<file path="src/rtl/riscv_ctrl_pkg.sv">
// riscv_ctrl_pkg
//   Shared encodings for the multicycle RV32I controller: FSM state type,
//   opcode and funct3 constants, datapath mux-select encodings, ALU control
//   codes, plus small helpers for immediate-format and branch decisions.
//   No ports (package).
package riscv_ctrl_pkg;

  // FSM states of the multicycle controller
  typedef enum logic [3:0] {
    S_FETCH,
    S_DECODE,
    S_MEMADR,
    S_MEMREAD,
    S_MEMWB,
    S_MEMWRITE,
    S_EXECR,
    S_EXECI,
    S_ALUWB,
    S_BRANCH,
    S_JALR,
    S_JAL,
    S_LUI
  } state_t;

  // Coarse ALU request from the FSM to the ALU decoder
  typedef enum logic [1:0] {
    ALU_OP_ADD   = 2'b00,
    ALU_OP_SUB   = 2'b01,
    ALU_OP_FUNCT = 2'b10
  } alu_op_t;

  // Opcodes (Instr[6:0])
  localparam logic [6:0] OP_LOAD   = 7'b0000011;
  localparam logic [6:0] OP_STORE  = 7'b0100011;
  localparam logic [6:0] OP_R      = 7'b0110011;
  localparam logic [6:0] OP_I_ALU  = 7'b0010011;
  localparam logic [6:0] OP_BRANCH = 7'b1100011;
  localparam logic [6:0] OP_JAL    = 7'b1101111;
  localparam logic [6:0] OP_JALR   = 7'b1100111;
  localparam logic [6:0] OP_LUI    = 7'b0110111;

  // Branch funct3 values
  localparam logic [2:0] F3_BEQ = 3'b000;
  localparam logic [2:0] F3_BNE = 3'b001;
  localparam logic [2:0] F3_BLT = 3'b100;
  localparam logic [2:0] F3_BGE = 3'b101;

  // ResultSrc encodings
  localparam logic [1:0] RES_ALUOUT    = 2'd0;
  localparam logic [1:0] RES_MDR       = 2'd1;
  localparam logic [1:0] RES_ALURESULT = 2'd2;
  localparam logic [1:0] RES_IMMEXT    = 2'd3;

  // ALUSrcA encodings
  localparam logic [1:0] SRCA_PC    = 2'd0;
  localparam logic [1:0] SRCA_OLDPC = 2'd1;
  localparam logic [1:0] SRCA_A     = 2'd2;
  localparam logic [1:0] SRCA_ZERO  = 2'd3;

  // ALUSrcB encodings
  localparam logic [1:0] SRCB_B    = 2'd0;
  localparam logic [1:0] SRCB_IMM  = 2'd1;
  localparam logic [1:0] SRCB_FOUR = 2'd2;
  localparam logic [1:0] SRCB_ZERO = 2'd3;

  // ALUControl encodings
  localparam logic [2:0] ALUC_ADD = 3'b000;
  localparam logic [2:0] ALUC_SUB = 3'b001;
  localparam logic [2:0] ALUC_AND = 3'b010;
  localparam logic [2:0] ALUC_OR  = 3'b011;
  localparam logic [2:0] ALUC_SLT = 3'b100;
  localparam logic [2:0] ALUC_XOR = 3'b101;

  // ImmSrc encodings
  localparam logic [2:0] IMM_I = 3'b000;
  localparam logic [2:0] IMM_S = 3'b001;
  localparam logic [2:0] IMM_B = 3'b010;
  localparam logic [2:0] IMM_J = 3'b011;
  localparam logic [2:0] IMM_U = 3'b100;

  // Immediate format depends only on the opcode; unknown opcodes get I.
  function automatic logic [2:0] imm_src_for(input logic [6:0] op);
    logic [2:0] imm;
    case (op)
      OP_STORE:  imm = IMM_S;
      OP_BRANCH: imm = IMM_B;
      OP_JAL:    imm = IMM_J;
      OP_LUI:    imm = IMM_U;
      default:   imm = IMM_I;
    endcase
    return imm;
  endfunction

  // Branch decision from the flags of A - B; unsupported funct3 never branches.
  function automatic logic branch_taken(input logic [2:0] funct3,
                                        input logic       zero,
                                        input logic       less_than);
    logic taken;
    case (funct3)
      F3_BEQ:  taken = zero;
      F3_BNE:  taken = ~zero;
      F3_BLT:  taken = less_than;
      F3_BGE:  taken = ~less_than;
      default: taken = 1'b0;
    endcase
    return taken;
  endfunction

endpackage

</file>
<file path="src/rtl/alu_decoder.sv">
// alu_decoder
//   Translates the FSM's coarse ALU request plus instruction funct fields
//   into the 3-bit ALUControl code.
// Ports
//   alu_op      in  2  00 add, 01 sub, 10 decode from funct fields
//   funct3      in  3  Instr[14:12]
//   funct7b5    in  1  Instr[30]
//   op5         in  1  Instr[5]; 1 for R-type, 0 for I-type ALU ops
//   alu_control out 3  ALU operation select
module alu_decoder
  import riscv_ctrl_pkg::*;
(
  input  alu_op_t    alu_op,
  input  logic [2:0] funct3,
  input  logic       funct7b5,
  input  logic       op5,
  output logic [2:0] alu_control
);

  always_comb begin
    alu_control = ALUC_ADD;
    case (alu_op)
      ALU_OP_ADD: alu_control = ALUC_ADD;
      ALU_OP_SUB: alu_control = ALUC_SUB;
      ALU_OP_FUNCT: begin
        case (funct3)
          // Instr[30] means sub only for R-type; for addi it is immediate bits.
          3'b000:  alu_control = (op5 && funct7b5) ? ALUC_SUB : ALUC_ADD;
          3'b010:  alu_control = ALUC_SLT;
          3'b100:  alu_control = ALUC_XOR;
          3'b110:  alu_control = ALUC_OR;
          3'b111:  alu_control = ALUC_AND;
          default: alu_control = ALUC_ADD;
        endcase
      end
      default: alu_control = ALUC_ADD;
    endcase
  end

endmodule

</file>
<file path="src/rtl/multicycle_controller.sv">
// multicycle_controller
//   Main control FSM for the multicycle RV32I datapath. A Moore machine whose
//   outputs decode from the current state (ImmSrc from op, ALUControl from
//   state and funct fields); the only flag-dependent output is PCWrite in
//   BRANCH. All write enables are held low while rst is asserted.
// Ports
//   clk, rst                     clock (rising edge), synchronous active-high reset
//   op[6:0], funct3[2:0], funct7b5  instruction fields from the Instr register
//   Zero, LessThan               ALU flags, used only in BRANCH
//   PCWrite, IRWrite, RegWrite, MemWrite  register/memory write enables
//   AdrSrc                       memory address select (0 PC, 1 Result)
//   ResultSrc[1:0]               0 ALUOut, 1 MDR, 2 ALUResult, 3 ImmExt
//   ALUSrcA[1:0], ALUSrcB[1:0]   ALU operand selects
//   ALUControl[2:0], ImmSrc[2:0] ALU operation and immediate format
module multicycle_controller
  import riscv_ctrl_pkg::*;
(
  input  logic       clk,
  input  logic       rst,
  input  logic [6:0] op,
  input  logic [2:0] funct3,
  input  logic       funct7b5,
  input  logic       Zero,
  input  logic       LessThan,
  output logic       PCWrite,
  output logic       AdrSrc,
  output logic       MemWrite,
  output logic       IRWrite,
  output logic       RegWrite,
  output logic [1:0] ResultSrc,
  output logic [1:0] ALUSrcA,
  output logic [1:0] ALUSrcB,
  output logic [2:0] ALUControl,
  output logic [2:0] ImmSrc
);

  state_t  state_reg;
  state_t  state_next;
  alu_op_t alu_op;

  logic pc_write_raw;
  logic mem_write_raw;
  logic ir_write_raw;
  logic reg_write_raw;

  always_ff @(posedge clk) begin
    if (rst) begin
      state_reg <= S_FETCH;
    end else begin
      state_reg <= state_next;
    end
  end

  always_comb begin
    state_next    = state_reg;
    pc_write_raw  = 1'b0;
    mem_write_raw = 1'b0;
    ir_write_raw  = 1'b0;
    reg_write_raw = 1'b0;
    AdrSrc        = 1'b0;
    ResultSrc     = RES_ALUOUT;
    ALUSrcA       = SRCA_PC;
    ALUSrcB       = SRCB_B;
    alu_op        = ALU_OP_ADD;

    case (state_reg)
      S_FETCH: begin
        // Read Instr at PC and advance PC by 4 in the same cycle.
        AdrSrc       = 1'b0;
        ir_write_raw = 1'b1;
        ALUSrcA      = SRCA_PC;
        ALUSrcB      = SRCB_FOUR;
        ResultSrc    = RES_ALURESULT;
        pc_write_raw = 1'b1;
        state_next   = S_DECODE;
      end

      S_DECODE: begin
        // Precompute OldPC + imm so BRANCH/JAL find their target in ALUOut.
        ALUSrcA = SRCA_OLDPC;
        ALUSrcB = SRCB_IMM;
        case (op)
          OP_LOAD, OP_STORE: state_next = S_MEMADR;
          OP_R:              state_next = S_EXECR;
          OP_I_ALU:          state_next = S_EXECI;
          OP_BRANCH:         state_next = S_BRANCH;
          OP_JAL:            state_next = S_JAL;
          OP_JALR:           state_next = S_JALR;
          OP_LUI:            state_next = S_LUI;
          default:           state_next = S_FETCH;
        endcase
      end

      S_MEMADR: begin
        ALUSrcA    = SRCA_A;
        ALUSrcB    = SRCB_IMM;
        state_next = (op == OP_STORE) ? S_MEMWRITE : S_MEMREAD;
      end

      S_MEMREAD: begin
        ResultSrc  = RES_ALUOUT;
        AdrSrc     = 1'b1;
        state_next = S_MEMWB;
      end

      S_MEMWB: begin
        ResultSrc     = RES_MDR;
        reg_write_raw = 1'b1;
        state_next    = S_FETCH;
      end

      S_MEMWRITE: begin
        ResultSrc     = RES_ALUOUT;
        AdrSrc        = 1'b1;
        mem_write_raw = 1'b1;
        state_next    = S_FETCH;
      end

      S_EXECR: begin
        ALUSrcA    = SRCA_A;
        ALUSrcB    = SRCB_B;
        alu_op     = ALU_OP_FUNCT;
        state_next = S_ALUWB;
      end

      S_EXECI: begin
        ALUSrcA    = SRCA_A;
        ALUSrcB    = SRCB_IMM;
        alu_op     = ALU_OP_FUNCT;
        state_next = S_ALUWB;
      end

      S_ALUWB: begin
        ResultSrc     = RES_ALUOUT;
        reg_write_raw = 1'b1;
        state_next    = S_FETCH;
      end

      S_BRANCH: begin
        // Compare A - B; the target computed in DECODE is routed from ALUOut.
        ALUSrcA      = SRCA_A;
        ALUSrcB      = SRCB_B;
        alu_op       = ALU_OP_SUB;
        ResultSrc    = RES_ALUOUT;
        pc_write_raw = branch_taken(funct3, Zero, LessThan);
        state_next   = S_FETCH;
      end

      S_JALR: begin
        // Overwrite ALUOut with A + imm, then reuse JAL for the jump and link.
        ALUSrcA    = SRCA_A;
        ALUSrcB    = SRCB_IMM;
        state_next = S_JAL;
      end

      S_JAL: begin
        // PC <= ALUOut (target) while the ALU forms the link value OldPC + 4.
        ResultSrc    = RES_ALUOUT;
        pc_write_raw = 1'b1;
        ALUSrcA      = SRCA_OLDPC;
        ALUSrcB      = SRCB_FOUR;
        state_next   = S_ALUWB;
      end

      S_LUI: begin
        ResultSrc     = RES_IMMEXT;
        reg_write_raw = 1'b1;
        state_next    = S_FETCH;
      end

      default: begin
        state_next = S_FETCH;
      end
    endcase
  end

  alu_decoder u_alu_decoder (
    .alu_op      (alu_op),
    .funct3      (funct3),
    .funct7b5    (funct7b5),
    .op5         (op[5]),
    .alu_control (ALUControl)
  );

  assign ImmSrc = imm_src_for(op);

  // No architectural write may escape while reset is held, whatever the state.
  assign PCWrite  = pc_write_raw  & ~rst;
  assign IRWrite  = ir_write_raw  & ~rst;
  assign RegWrite = reg_write_raw & ~rst;
  assign MemWrite = mem_write_raw & ~rst;

endmodule

</file>
<file path="config.mk">
export PLATFORM = sky130hd
export DESIGN_NAME = multicycle_controller
export DESIGN_NICKNAME = d
export VERILOG_FILES = /design/src/rtl/riscv_ctrl_pkg.sv /design/src/rtl/alu_decoder.sv /design/src/rtl/multicycle_controller.sv
export SDC_FILE = /design/constraint.sdc
export NUM_CORES = 1
export LEC_CHECK = 0
export CAP_MARGIN = 0
export CORE_MARGIN = 5
export CORE_UTILIZATION = 42
export CTS_BUF_LIST = sky130_fd_sc_hd__clkbuf_2
export DETAILED_ROUTE_END_ITERATION = 10
export HOLD_SLACK_MARGIN = 0.12
export PLACE_DENSITY = 0.78
export SLEW_MARGIN = 20
export SYNTH_ARGS = -nofsm -noshare
export SYNTH_HDL_FRONTEND = slang
export SYNTH_HIERARCHICAL = 1
export SYNTH_SLANG_ARGS = --single-unit
</file>
<file path="constraint.sdc">
create_clock -name clk -period 2.15 [get_ports clk]
set_input_delay 0.3225 -clock clk [delete_from_list [all_inputs] [get_ports clk]]
set_output_delay 0.3225 -clock clk [all_outputs]
set_load 0.02 [all_outputs]
</file>
==> results of run 1 <==
[where the power goes]
part	internal [uW]	switching, uW
sequential	76.4	1.61
combinational	83.5	67.2
clock	37.5	38.1
[per-stage QoR]
step / util / setup TNS [ns]
2_1_floorplan: - / 0
3_3_place_gp: 0.776 / -0.245
3_5_place_dp: 0.776 / -0.413
4_1_cts: 0.781 / 0
5_1_grt: 0.778 / 0
6_report: 0.778 / 0
[cell families (layout without fill, tap and decap cells)]
group	after synthesis	after routing	share of synthesized area
adders and majority gates	2	2	0.0374
AOI/OAI and AO/OA	19	19	0.212
muxes	1	1	0.0150
xor gates and xnor gates	5	5	0.0656
buffers and inverters	10	67	0.0880
DFF	4	4	0.120
and+or+nand+nor	46	46	0.463
[worst min-delay path, delay by kind of cell, from the launching register on]
| family | cells | cell delay (ns) |
|---|---|---|
| DFF | 1 | 0.34 |
| AOI/OAI and AO/OA | 2 | 0.18 |
| buffers and inverters | 1 | 0.14 |
| and+or+nand+nor | 1 | 0.05 |
[worst max path at each step]
stage / start / to / cells past startpoint
final: state_reg[0] / PCWrite / 5
after global routing: op[2] / ImmSrc[0] / 5
after CTS: state_reg[2] / ALUControl[0] / 6
after detailed placement: op[3] / ImmSrc[0] / 5
after global placement: funct3[2] / PCWrite / 5
after floorplan: state_reg[2] / ALUControl[0] / 6
[routing by layer]
metal,global-route usage,vias to the layer above,part of all wire
met4,0.0873,0,0.024
met3,0.0301,6,0.071
met5,0,-,0
met2,0.381,43,0.55
met1,0.165,400,0.35
li1,-,439,-
[timing repair]
action,in CTS,in global routing
cloned,0,0
gates resized for setup,12,5
endpoints found under the setup margin,9,5
endpoints found under the hold margin,0,0
buffers inserted,0,0
[cells in the final DEF (no fill, tap or decap), types with 3 or more instances in the layout]
cell,synthesis,routed
and3_1,3,3
buf_4,1,28
clkbuf_2,0,4
clkdlybuf4s50_1,0,20
dfxtp_1,4,4
dlygate4sd2_1,0,7
inv_1,5,5
nand2b_1,4,4
nor2_1,8,8
nor3_1,4,4
nor3b_1,4,4
o21ai_0,5,5
xor2_1,3,3
[final cells by class]
cell class	instances	share of cell area
multi-input combinational	73	0.454
inverter	5	0.0160
sequential	4	0.0683
timing repair buffer	59	0.432
clock buffer	3	0.0128
tap	16	0.0171
==> metrics.cfg, run 1 <==
[power_and_ir_drop]
power.leakage_uw = 0.000584
p_total_uw = 304
peakVddDrop_mv = 0.239
powerDensity_nw_per_um2 = 260

[clock_network]
cts_buffer_depth = 2
numCtsBuffers = 3
path_clk_slew_ns = 0.05
htree_levels = 1
clk_latency_ns = 0.23
cts_root_buf = clkbuf_2
ctsHoldBuffers = 0
cts_sinks = 4
cts_tree = done

[yosys]
synth_top_area_share = 0.120
ys_seq_area_frac = 0.120
ys_types = 45
netlist_top_cells_count = 8 x nor2_1, 5 x inv_1, 5 x o21ai_0
yosysWarningCount = 6
synthTopCellsByArea = dfxtp_1 12%, nor2_1 4.5%, nor3b_1 4.5%, xor2_1 3.9%, ha_1 3.7%
yosysMostFrequentCell = nor2_1
syn-cell-area_um2 = 668
ys_seq_elements = 4
syn_avg_cell_area_um2 = 7.68
ys_async_sr_fraction = 0
syn_inst = 87
synth_edf_count = 0
yosysTopAreaCell = dfxtp_1
ys.flop_type = dfxtp_1
syn_nets = 104

[global_route]
grt_remaining_overflow = 0
antenna_found_initial = 0
grt_usage = 0.185
grt_pass1_vias = 922
grt_pass1_wl_um = 3710
grt_max_degree = 8

[timing]
finalCritPeriodShare = 0.949
worst_pin_slew_ns = 0.285
rsz0062_at_grt = false
setup-violations-final = 0
fin_worst_skew_ns = 0.00109
drv_slew = 0
hold_ws_ns = 0.759
setup_ws_ns = 0.110
fmax_mhz = 490
slew_headroom = 0.810
hold_viol_final = 0
fin_crit_ns = 2.04

[layout]
final_net_count = 163
diodes = 0
layout-drive-gt1-share = 0.285
area_growth_pct = 75.5
largest_reg_flops = 4
fin_area_um2 = 1170
multiInputGateArea_um2 = 532
n_fill_cell = 126
instances_no_fill = 160
regArea_um2 = 80.1

[drt]
antenna_left = 0
dr_total_vias = 888
wl_per_cell_um = 13.7
vias_per_cell = 5.55
routed_wl_um = 2190
drt_first_iter_violations = 10
firstDrtPassIters = 4
drc_errors = 0

[setup_path]
crit_family = buffers and inverters
critPathMaxStageDelay_ns = 0.38
crit_chain = buf_4 -> or3_1 -> a21oi_2 -> a22o_1 -> dlygate4sd2_1
r2r_slack_ns = 0.85
cp_slowest_cell = or3_1
r2r_start = state_reg[1]
cp.required_ns = 1.83
worst_r2r_endpoint = state_reg[3]
crit_type = flop to primary output
reg2reg_depth = 5
crit_path_start_kind = flop
cp_max_fo = 7
crit_buf_inv = 2
critPathCaptureType = primary output
crit_arrival_ns = 1.72

[die]
io_pins = 32
fp.dieH_um = 49.9
dieArea_um2 = 2490
core-area_um2 = 1510
die_w_um = 49.9
start_util = 0.444
num_rows = 14

[place]
placed_cell_area_um2 = 1170
port_buffers = 31
hpwl_um = 1890
gp_congestion = 0.788
dp_cells = 157
pre_cts_slack_ns = -0.132

[job]
cap_violations = 0

[worst_hold_path]
holdPathEnd = state_reg[1]
min_from = state_reg[1]
hold_depth = 4
hp-class = flop to flop

[run_status]
status = completed

Power figures use the tool's default switching activity.
==> inputs of run 2 (changes only) <==
Settings changed: REMOVE_ABC_BUFFERS set to 1.
==> run 2 against run 1 <==
Largest cell class unchanged. Critical path type unchanged. Via count decreased by 4.5%. Highest routed layer unchanged. Sequential share of layout area increased by 0.13 points. Final cell count decreased by 1.3%. Design area decreased by 1.9%. Global-route usage decreased by 0.24 points. Die area unchanged. Count of clock-buffer cells in the layout unchanged. Clock skew increased by 0.0060 ns.
==> metrics.cfg, run 2 (synthesis results as in run 1) <==
[timing]
setup-violations-final = 0  ; unchanged
worst_pin_slew_ns = 0.311  ; +0.0265 ns
drv_slew = 0  ; unchanged
setup_ws_ns = 0.124  ; +0.0139 ns
fin_crit_ns = 2.03  ; -0.0139 ns
fmax_mhz = 493  ; +0.69%
hold_ws_ns = 0.801  ; +0.0417 ns
hold_viol_final = 0  ; unchanged
rsz0062_at_grt = false
slew_headroom = 0.791  ; -0.0191
finalCritPeriodShare = 0.943  ; -0.00647
fin_worst_skew_ns = 0.00708  ; +0.00599 ns

[global_route]
grt_pass1_wl_um = 3620  ; -2.6%
grt_usage = 0.182  ; -0.00245
antenna_found_initial = 0  ; unchanged
grt_pass1_vias = 866  ; -6.1%
grt_max_degree = 12  ; +4
grt_remaining_overflow = 0  ; unchanged

[clock_network]
cts_tree = done
cts_setup_buffers = 0  ; unchanged
cts_buffer_depth = 2  ; unchanged
path_clk_slew_ns = 0.05  ; about the same
htree_levels = 1  ; unchanged
cts_sinks = 4  ; unchanged
numCtsBuffers = 3  ; unchanged
clk_latency_ns = 0.22  ; about the same
ctsHoldBuffers = 0  ; unchanged
cts_root_buf = clkbuf_2

[setup_path]
r2r_slack_ns = 0.78  ; -0.07 ns
crit_chain = buf_4 -> xor2_1 -> nor3b_1 -> clkdlybuf4s50_1
cp_max_fo = 9  ; +2
cp_slowest_cell = clkdlybuf4s50_1
critPathCaptureType = primary output
cp.required_ns = 1.83  ; about the same
path_depth = 4  ; -1
crit_path_start_kind = flop
reg2reg_depth = 5  ; unchanged
crit_start = state_reg[3]
worst_r2r_endpoint = state_reg[1]
crit_arrival_ns = 1.70  ; -0.02 ns
critPathMaxStageDelay_ns = 0.65  ; +0.27 ns
crit_end = ALUSrcA[0]
crit_family = buffers and inverters
crit_type = flop to primary output
crit_buf_inv = 2  ; unchanged
r2r_start = state_reg[1]

[place]
placed_cell_area_um2 = 1150  ; -1.3%
port_buffers = 31  ; unchanged
hpwl_um = 1830  ; -2.9%
gp_congestion = 0.808  ; +2.5%
pre_cts_slack_ns = -0.0810  ; +0.0507 ns
dp_cells = 155  ; -1.3%

[drt]
drc_errors = 0  ; unchanged
dr_total_vias = 848  ; -4.5%
vias_per_cell = 5.37  ; -3.3%
antenna_left = 0  ; unchanged
firstDrtPassIters = 6  ; +2
wl_per_cell_um = 13.8  ; +1.1%
routed_wl_um = 2190  ; -0.18%
drt_first_iter_violations = 10  ; unchanged

[die]
dieArea_um2 = 2490  ; unchanged
start_util = 0.444  ; unchanged
io_pins = 32  ; unchanged
core-area_um2 = 1510  ; unchanged
die_w_um = 49.9  ; unchanged
fp.dieH_um = 49.9  ; unchanged
num_rows = 14  ; unchanged

[worst_hold_path]
hold_depth = 4  ; unchanged
hp-class = flop to flop

[power_and_ir_drop]
peakVddDrop_mv = 0.204  ; -14%
power.leakage_uw = 0.000565  ; -3.1%
powerDensity_nw_per_um2 = 261  ; +0.42%

[layout]
largest_reg_flops = 4  ; unchanged
n_fill_cell = 130  ; +3.2%
area_growth_pct = 72.1
layout-drive-gt1-share = 0.268  ; -0.0171
layout_commonest_cell = buf_4
diodes = 0  ; unchanged
instances_no_fill = 158  ; -1.3%
layout_common_cells = 26 x buf_4, 19 x clkdlybuf4s50_1, 9 x dlygate4sd2_1
final_net_count = 161  ; -1.2%
fin_area_um2 = 1150  ; -1.9%

[job]
cap_violations = 0  ; unchanged

[run_status]
status = completed

run 2: final cells by class:
type | instances | area (um^2) | area share
Multi-Input combinational cell | 73 | 529 | 0.460
Timing Repair Buffer | 57 | 487 | 0.423
Sequential cell | 4 | 80.1 | 0.0696
Tap cell | 16 | 20.0 | 0.0174
Inverter | 5 | 18.8 | 0.0163
Clock buffer | 3 | 15.0 | 0.0131
run 2: worst reg2reg max path: cells and delay by family, from the launching register on:
| family | cells | cell delay [ns] |
|---|---|---|
| AND/OR/NAND/NOR | 2 | 0.36 |
| buffers and inverters | 2 | 0.32 |
| AO/OA/AOI/OAI | 1 | 0.26 |
| flip-flops | 1 | 0.33 |
run 2: power breakdown:
part	switching [uW]	internal [uW]	total, uW	leakage [uW]
registers	1.48	76.4	77.9	0.0000326
clock network	35.6	37.6	73.2	0.0000125
logic	66.6	82.1	149	0.000520
total	104	196	300	0.000565
run 2: how the worst min path moves through the flow:
stage / startpoint / to / slack (ns)
global route: op[1] / state_reg[0] / 0.82
finish: state_reg[2] / state_reg[0] / 0.80
floorplan: rst / state_reg[3] / 0.39
CTS: state_reg[2] / state_reg[0] / 0.78
global placement: state_reg[2] / state_reg[1] / 0.76
detailed placement: state_reg[2] / state_reg[0] / 0.79
run 2: layer usage:
metal | up-vias | track usage | share of wire
li1 | 436 | - | -
met1 | 385 | 0.199 | 0.42
met2 | 25 | 0.337 | 0.52
met3 | 2 | 0.0602 | 0.054
met4 | 0 | 0.0349 | 0.0027
met5 | - | 0 | 0
run 2: per-stage QoR:
stage	utilization	setup TNS, ns	power, uW
after floorplan	-	0	138
after global placement	0.766	-0.192	230
after detailed placement	0.766	-0.374	233
after CTS	0.768	0	303
after global routing	0.763	0	326
final	0.763	0	300
run 2: repair_timing:
action                                  in CTS  in global routing
resized for setup                           13                  4
endpoints found under the setup margin      11                  3
gates cloned                                 0                  0
endpoints found under the hold margin        0                  0
==> inputs of run 3 (changes only) <==
Settings changed: CTS_CLUSTER_SIZE set to 40, PLACE_DENSITY 0.78 to not set, PLACE_DENSITY_LB_ADDON set to 0.05.
==> run 3 against run 2 <==
Critical path depth increased by 1. Core utilization up 1.2 points. Global-route usage increased by 0.21 points. Routed wire length is 4.3% higher. Non-clock buffer count unchanged. Combinational power up 3%. Critical endpoint is now PCWrite. Flip-flop and latch count stayed put. First-iteration DRC count grew 30%. Hold slack worse by 0.093 ns. Clock skew increased by 0.0028 ns. Via count grew 7.4%.
==> metrics.cfg, run 3 (synthesis results as in run 1) <==
[setup_path]
cp.required_ns = 1.83  ; about the same
crit_arrival_ns = 1.72  ; +0.02 ns
critPathCaptureType = primary output
crit_type = flop to primary output
r2r_slack_ns = 0.86  ; +0.08 ns
cp_max_fo = 12  ; +3
crit_path_start_kind = flop

[global_route]
grt_remaining_overflow = 0  ; unchanged
use_met1 = 0.187  ; -0.0117
top_usage_layer = met2
grt_usage = 0.184  ; +0.00211
met2_usage = 0.360  ; +0.0233
grt_max_degree = 13  ; +1
grt_pass1_wl_um = 3770  ; +4.4%
antenna_found_initial = 0  ; unchanged
grt_pass1_vias = 915  ; +5.7%
grt_use_met3 = 0.0572  ; -0.00301

[clock_network]
cts_setup_buffers = 0  ; unchanged
numCtsBuffers = 3  ; unchanged
cts_buffer_depth = 2  ; unchanged
cts_sinks = 4  ; unchanged
cts_tree = done
path_clk_slew_ns = 0.06  ; about the same
htree_levels = 1  ; unchanged
clk_latency_ns = 0.22  ; about the same
cts_root_buf = clkbuf_2

[job]
cap_violations = 0  ; unchanged

[drt]
antenna_left = 0  ; unchanged
vias_per_cell = 5.77  ; +7.4%
drc_errors = 0  ; unchanged
dr_total_vias = 911  ; +7.4%
wl_per_cell_um = 14.4  ; +4.3%
drt_first_iter_violations = 13  ; +3
routed_wl_um = 2280  ; +4.3%
firstDrtPassIters = 4  ; -2

[timing]
finalCritPeriodShare = 0.950  ; +0.00716
slew_headroom = 0.803  ; +0.0128
setup_tns_ns = 0  ; unchanged
fin_crit_ns = 2.04  ; +0.0154 ns
worst_pin_slew_ns = 0.294  ; -0.0171 ns
setup-violations-final = 0  ; unchanged
setup_ws_ns = 0.108  ; -0.0154 ns
rsz0062_at_grt = false
fmax_mhz = 490  ; -0.75%
fin_worst_skew_ns = 0.00990  ; +0.00283 ns
hold_viol_final = 0  ; unchanged
drv_slew = 0  ; unchanged

[die]
die_w_um = 49.9  ; unchanged
num_rows = 14  ; unchanged
start_util = 0.444  ; unchanged
core-area_um2 = 1510  ; unchanged
io_pins = 32  ; unchanged
dieArea_um2 = 2490  ; unchanged
fp.dieH_um = 49.9  ; unchanged

[power_and_ir_drop]
peakVddDrop_mv = 0.230  ; +13%
clkPwrFrac = 0.240  ; -0.004
swShare = 0.348  ; +0.00250
powerDensity_nw_per_um2 = 260  ; -0.33%
power.leakage_uw = 0.000604  ; +6.8%
switchingPower_uw = 106  ; +1.9%
power_frac_seq = 0.256  ; -0.004
p_int_uw = 198  ; +0.80%
pwr-share-comb = 0.504  ; +0.008

[layout]
finish.utilization = 0.775  ; +0.0116
layout-drive-gt1-share = 0.296  ; +0.0282
final_net_count = 161  ; unchanged
diodes = 0  ; unchanged
largest_reg_flops = 4  ; unchanged
area_growth_pct = 74.7
layout_common_cells = 26 x buf_4, 17 x clkdlybuf4s50_1, 8 x dlygate4sd2_1
layout_commonest_cell = buf_4

[place]
gp_congestion = 0.840  ; +3.9%
pre_cts_slack_ns = -0.115  ; -0.0338 ns
port_buffers = 31  ; unchanged
hpwl_um = 1850  ; +1.0%

[run_status]
status = completed

[worst_hold_path]
hp-class = flop to flop

-- run 3: layer usage --
metal,vias up,share of wire
met5,-,0
met4,0,0.015
met3,6,0.071
met2,36,0.52
met1,430,0.40
li1,439,-
-- run 3: power groups by stage --
stage          combinational [uW]  sequential [uW]  clock [uW]
3_3_place_gp                  152             78.9           0
6_report                      153             77.6        72.8
2_1_floorplan                56.0             82.4           0
5_1_grt                       163             77.6        78.0
4_1_cts                       153             77.6        70.1
3_5_place_dp                  157             78.9           0
-- run 3: worst paths after layout --
check               startpoint      endpoint  depth (start not counted)
hold / removal    state_reg[2]  state_reg[0]                          3
setup / recovery  state_reg[1]       PCWrite                          5
setup reg to reg  state_reg[1]  state_reg[1]                          4
hold reg to reg   state_reg[2]  state_reg[0]                          3
-- run 3: through the flow --
step	instance area (um^2)	total power (uW)	std cells	hold slack (ns)
2_1_floorplan	628	138	82	0.395
3_3_place_gp	1150	231	155	0.688
3_5_place_dp	1150	236	155	0.696
4_1_cts	1160	301	158	0.725
5_1_grt	1170	319	158	0.735
6_report	1170	303	158	0.708
-- run 3: cell type report --
cell class | instances | area, um^2
Multi-Input combinational cell | 73 | 537
Timing Repair Buffer | 57 | 495
Fill cell | 128 | 339
Sequential cell | 4 | 81.3
Tap cell | 16 | 20.0
Inverter | 5 | 18.8
Clock buffer | 3 | 15.0
-- run 3: repair_timing --
item | CTS | global route
hold buffers | 0 | 0
gates cloned | 0 | 0
setup endpoints to repair | 10 | 7
gates resized for setup | 15 | 8
-- run 3: worst max-delay path, cell delays in order, from the launching register on --
cell,delay [ns]
dfxtp_1,0.33
buf_4,0.18
or3_1,0.36
a21oi_2,0.17
a22o_1,0.14
dlygate4sd2_1,0.32
